`src/rtl/snn_network_controller.sv`:
```
// Config loader and run sequencer for the 3-layer spiking network; run latency num_steps+2 cycles.
// Config bytes only accepted in IDLE/DONE (cfg_ready low while running, no stall memory).
module snn_network_controller #(
  parameter int CFG_BYTES = 39,
  parameter int STEP_W    = 8,
  parameter int CNT_W     = 8
) (
  input  logic               clk,
  input  logic               reset,
  input  logic               cfg_valid,
  input  logic [7:0]         cfg_data,
  output logic               cfg_ready,
  input  logic               start,
  input  logic [STEP_W-1:0]  num_steps,
  input  logic [2:0]         in_spikes,
  input  logic [2:0]         net_out_spikes,
  output logic               net_enable,
  output logic [2:0]         ext_spikes,
  output logic [215:0]       input_weights,
  output logic [95:0]        neuron_params,
  output logic               cfg_loaded,
  output logic               busy,
  output logic               done,
  output logic [3*CNT_W-1:0] spike_counts
);
  localparam int CFG_W = CFG_BYTES * 8;
  localparam int BC_W  = $clog2(CFG_BYTES);

  typedef enum logic [1:0] {IDLE, RUN, FLUSH, DONE} state_t;

  state_t                  state_q, state_d;
  logic [CFG_W-1:0]        cfg_q, cfg_d;
  logic [BC_W-1:0]         byte_cnt_q, byte_cnt_d;
  logic                    loaded_q, loaded_d;
  logic [STEP_W-1:0]       step_q, step_d;
  logic [2:0][CNT_W-1:0]   cnt_q, cnt_d;
  logic                    net_en_q, net_en_d;
  logic                    net_en_dly_q, net_en_dly_d;
  logic                    done_q, done_d;
  logic                    cfg_accept;

  assign cfg_ready     = (state_q == IDLE) || (state_q == DONE);
  assign cfg_accept    = cfg_valid && cfg_ready;
  assign busy          = (state_q == RUN) || (state_q == FLUSH);
  assign done          = done_q;
  assign cfg_loaded    = loaded_q;
  assign net_enable    = net_en_q;
  assign ext_spikes    = in_spikes & {3{net_en_q}};
  assign input_weights = cfg_q[CFG_W-1 -: 216];
  assign neuron_params = cfg_q[95:0];
  assign spike_counts  = cnt_q;

  always_comb begin
    state_d      = state_q;
    cfg_d        = cfg_q;
    byte_cnt_d   = byte_cnt_q;
    loaded_d     = loaded_q;
    step_d       = step_q;
    cnt_d        = cnt_q;
    net_en_d     = net_en_q;
    net_en_dly_d = net_en_q;
    done_d       = done_q;

    if (cfg_accept) begin
      cfg_d = {cfg_q[CFG_W-9:0], cfg_data};
      if (byte_cnt_q == BC_W'(CFG_BYTES - 1)) begin
        byte_cnt_d = '0;
        loaded_d   = 1'b1;
      end else begin
        byte_cnt_d = byte_cnt_q + BC_W'(1);
        if (byte_cnt_q == '0) loaded_d = 1'b0;
      end
    end

    // Sample network output one cycle behind enable so FLUSH catches the last step
    for (int n = 0; n < 3; n++) begin
      if (net_en_dly_q && net_out_spikes[n] && (cnt_q[n] != {CNT_W{1'b1}}))
        cnt_d[n] = cnt_q[n] + CNT_W'(1);
    end

    case (state_q)
      IDLE, DONE: begin
        // Uses pre-edge loaded_q, so a same-cycle final byte does not enable start
        if (start && loaded_q) begin
          cnt_d = '0;
          if (num_steps != '0) begin
            state_d  = RUN;
            step_d   = num_steps;
            net_en_d = 1'b1;
            done_d   = 1'b0;
          end else begin
            state_d = DONE;
            done_d  = 1'b1;
          end
        end
      end
      RUN: begin
        step_d = step_q - STEP_W'(1);
        if (step_q == STEP_W'(1)) begin
          state_d  = FLUSH;
          net_en_d = 1'b0;
        end
      end
      FLUSH: begin
        state_d = DONE;
        done_d  = 1'b1;
      end
      default: state_d = IDLE;
    endcase
  end

  always_ff @(posedge clk or posedge reset) begin
    if (reset) begin
      state_q      <= IDLE;
      cfg_q        <= '0;
      byte_cnt_q   <= '0;
      loaded_q     <= 1'b0;
      step_q       <= '0;
      cnt_q        <= '0;
      net_en_q     <= 1'b0;
      net_en_dly_q <= 1'b0;
      done_q       <= 1'b0;
    end else begin
      state_q      <= state_d;
      cfg_q        <= cfg_d;
      byte_cnt_q   <= byte_cnt_d;
      loaded_q     <= loaded_d;
      step_q       <= step_d;
      cnt_q        <= cnt_d;
      net_en_q     <= net_en_d;
      net_en_dly_q <= net_en_dly_d;
      done_q       <= done_d;
    end
  end
endmodule

```
`config.mk`:
```
export PLATFORM = sky130hd
export DESIGN_NAME = snn_network_controller
export DESIGN_NICKNAME = d
export VERILOG_FILES = /design/src/rtl/snn_network_controller.sv
export SDC_FILE = /design/constraint.sdc
export NUM_CORES = 1
export LEC_CHECK = 0
export BUFFER_PORTS_ARGS = -buffer_cell sky130_fd_sc_hd__buf_2
export CORE_ASPECT_RATIO = 0.9
export CORE_MARGIN = 2
export CORE_UTILIZATION = 35
export CTS_CLUSTER_SIZE = 8
export DETAILED_ROUTE_END_ITERATION = 10
export MAX_ROUTING_LAYER = met4
export PLACE_DENSITY = 0.6
export SLEW_MARGIN = 20
export SYNTH_ARGS = -nofsm -noshare
export SYNTH_HDL_FRONTEND = slang
export SYNTH_SLANG_ARGS = --single-unit
```
`constraint.sdc`:
```
create_clock -name clk -period 32.3 [get_ports clk]
set_input_delay 4.845 -clock clk [delete_from_list [all_inputs] [get_ports clk]]
set_output_delay 4.845 -clock clk [all_outputs]
set_load 0.005 [all_outputs]
```
Word-level counts from Yosys, hierarchy flattened. Index checks and enable logic that the tools add are counted.

Add/subtract/negate cells: 5. $mul: 0. Divide/modulo/power cells: 0. Order comparisons: 0. Equal/unequal tests: 11. Shift operators: 0. Multiplexer cells: 22. Bitwise logic cells: 1. Reduce and logical (&&, ||, !) cells: 22.

Operators by type and width (number): $mux 24 (2); $mux 8 (5); $add 8x1->8 const B (3); $ne 8x8->1 const B (3); $pmux 8 s2 (1); $eq 8x1->1 const B (1); $logic_and 1x1->1 (8); $reduce_bool 8->1 (1); $sub 8x1->8 const B (1); $mux 1 (7); $add 6x1->6 const B (1); $eq 6x6->1 const B (1); $logic_not 6->1 (1); $mux 2 (3); $mux 6 (1); $pmux 2 s3 (1); $reduce_and 2->1 (3); $reduce_bool 2->1 (3); $eq 2x2->1 const B (2); $ne 2x2->1 const B (2); $pmux 1 s2 (2); $reduce_and 4->1 (1); $and 3x3->3 (1); $reduce_and 3->1 (1); 5 further kinds (6).

Flip-flop bits (word level): 356. Latch bits: 0. RAM bits: 0. Bits in read-only memories: 0. Input port bits: 26. Word-level logic and storage cells: 72. Memories: 0.

Longest topological paths before layout.
Depth in word-level cells: 5. Depth in mapped cells: 9. Depth with buffers taken out: 6.

Worst setup path before layout. No wires, ideal clock.

Kind: input -> output. From: input in_spikes[0]. To: output ext_spikes[0]. Data arrival time: 4.988 ns. Setup slack: 22.467 ns. Stages on the path: 1. Cells stage by stage: and2_1.

Longest elaborated chain between the ends: 1.

Ends and longest elaborated chain: start, declared (RTL line 15) `input logic [2:0] in_spikes,`; $and 3x3->3 (RTL line 48) `assign ext_spikes = in_spikes & {3{net_en_q}};`; end, declared (RTL line 18) `output logic [2:0] ext_spikes,`.

No other way between the ends.

Worst setup path in the final report. Ends and elaborated chain as after synthesis.

==> impl_metrics.tcl <==
set metrics [dict create \
    track_usage 0.1900 \
    critPathArrivalTime_ns 5.19 \
    crit_chain "buf_2 > and2_1 > buf_2" \
    cp-end-kind "output pin" \
    rsz0062_at_grt "false" \
    detail_route.iter0.violations 891 \
    die_y_um 195.5 \
    initial_core_util 0.3526 \
    min_period_ns 10.04 \
    rows 70 \
    place_congestion 0.8432 \
    fmax_mhz 99.61 \
    synth_top_area_frac 0.6244 \
    ys_seq_elements 356 \
    reg2reg_slack_ns 28.87 \
    async_flop_share 1.000 \
    power_density_nw_per_um2 78.81 \
    critPathLaunch "in_spikes[0]" \
    grt_pass1_wl_um 62930 \
    endpoint "ext_spikes[0]" \
    placed_cell_area_um2 16510 \
    final_area_um2 17830 \
    antenna_found_initial 1 \
    ios 370 \
    drive_gt1_frac 0.2289 \
    grt_max_degree 225 \
    antenna_cells 0 \
    cts_made_buffers 50 \
    place.detailed.hpwl_um 25950 \
    h-tree-depth 2 \
    vias 11704 \
    finalHoldViolations 0 \
    yosysTopAreaCell "dfrtp_1" \
    wire_per_inst_um 15.83 \
    r2r_end "cfg_q[99]" \
    cts.sinks 356 \
    whs_ns 0.4681 \
    synthTopCellsByArea "dfrtp_1 62%, nand2_1 25%, buf_2 1.2%" \
    path_clk_slew_ns 0.05 \
    status "complete, no violations" \
    io_buffers 369 \
    cpMaxStageDelayCell "and2_1" \
    syn_to_final_growth_pct 24.94 \
    critPathTopFamily "buffers and inverters" \
    setup.worst_path.start_class "primary input" \
    slowest_delay_ns 0.14 \
    drc 0 \
    slew_headroom 0.1716 \
    grt_pass1_vias 11538 \
    utilization 0.4405 \
    peakVddDrop_v 0.00007257 \
    reg2regPathDepth 6 \
    syn_nets 1633 \
    crit_top_cell "buf_2" \
    crit_buf_inv 2 \
    nets 1978 \
    clk_latency_ns 0.58 \
    cp_max_fo 1 \
    grt-ovfl-total 0 \
    worstSetupPathType "primary input to output pin" \
    syn_avg_cell_area_um2 8.939 \
    ys_types 56 \
    synth_most_common_cell "nand2_1" \
    detail_route.first_pass.iterations 5 \
    synth_ff_type "dfrtp_1" \
    postCtsSetupRepairBufs 0 \
    tightest_slew_ns 1.243 \
    path_depth 3 \
    holdBufCountCts 0 \
    ctsLongestPathBuffers 3 \
    drtAntennaViolNets 0 \
    syn-cell-area_um2 14270 \
    total_power_uw 1405 \
    worstHoldPathType "flip-flop to flip-flop" \
    finalClockSkew_ns 0.02319 \
    routed_via_density 4.712 \
    fin_crit_sh 0.3108 \
    die_area_um2 42400 \
    regToRegStartpoint "state_q[0]" \
    ys_seq_area_frac 0.6244 \
    cts-root-buf "clkbuf_16" \
    finalWirelength_um 39320 \
    dieWidth_um 216.8 \
    synth_common_cells "963 x nand2_1, 356 x dfrtp_1, 35 x buf_2, 35 x clkbuf_1, 31 x nor2_1" \
    fin_tns_setup_ns 0 \
    power.leakage_uw 0.01066 \
    syn_inst 1596 \
    cts_resized 0 \
    cp.required_ns 27.45 \
    maxCapViolations 0 \
    setup_viol 0 \
    core_area_um2 40460 \
    ys_warn_count 0 \
    cts_tree "done" \
    synth-edff-count 0 \
    slew_viol_final 0 \
]
[power breakdown]
part,internal (uW),switching [uW]
sequential,520,69.3
combinational,105,251
clock,276,183
[state kept, by name, indices dropped and copies added (netlist names)]
name and flops:
spike_counts 24, step_q 8, cfg_loaded 1, net_enable 1, byte_cnt_q 6, cfg_q 312, done 1, state_q 2
net_en_dly_q 1
[how the worst min path moves through the flow]
| stage | start | endpoint | slack, ns | cells past startpoint |
|---|---|---|---|---|
| floorplan | net_enable | net_en_dly_q | 0.46 | 0 |
| global placement | cfg_q[304] | cfg_q[304] | 0.46 | 2 |
| detailed placement | cfg_q[308] | cfg_q[308] | 0.46 | 2 |
| CTS | cfg_q[308] | cfg_q[308] | 0.47 | 2 |
| global route | cfg_q[309] | cfg_q[309] | 0.50 | 2 |
| finish | cfg_q[308] | cfg_q[308] | 0.47 | 2 |
[tightest hold or removal path, cell delays in order (launching register included)]
cell	delay, ns
dfrtp_1	0.33
nand2_1	0.05
nand2_1	0.05
[per-stage QoR]
stage	worst slack, ns	std cells
global route	22.24	2484
detailed placement	22.26	2429
global placement	22.26	2429
CTS	22.26	2484
floorplan	17.58	1596
finish	22.26	2484
[area by class of cell]
class | count | area (um2)
clock buffer | 52 | 1280
clock inverter | 3 | 33.78
fill | 3995 | 22640
inverter | 12 | 52.55
multi-input combinational | 1146 | 4959
sequential | 356 | 8909
tap | 540 | 675.6
timing repair buffer | 375 | 1917
[kinds of logic (layout without fill, tap and decap cells)]
family,count (synthesis),after routing,share of synthesized area
xor gates and xnor gates,18,18,0.01105
and+or+nand+nor,1053,1053,0.2899
AOI/OAI and AO/OA,55,55,0.02973
muxes,9,9,0.006490
buffers and inverters,94,442,0.02876
adders and majority gates,11,11,0.009646
DFF,356,356,0.6244
[routing by layer]
layer,global-route usage,share of wire,vias to the layer above
li1,-,-,5641
met1,0.2486,0.45,5692
met2,0.2889,0.46,295
met3,0.04315,0.059,76
met4,0.07078,0.030,0
met5,-,0,-
[placed cells by master, fill, tap and decap left out, drive strengths merged, types with 5 or more instances in the layout]
master | netlist | final
nor2 | 31 | 31
nor3 | 6 | 6
xnor2 | 12 | 12
nor3b | 5 | 5
buf | 45 | 375
nand3 | 14 | 14
a211oi | 5 | 5
o211ai | 5 | 5
nor4 | 6 | 6
o21ai | 11 | 11
inv | 12 | 14
xor2 | 6 | 6
nand2 | 963 | 963
dfrtp | 356 | 356
a21oi | 8 | 8
nand4 | 6 | 6
mux2i | 7 | 7
clkbuf | 37 | 52
ha | 11 | 11
No activity file was read; power rests on OpenSTA's default activity.
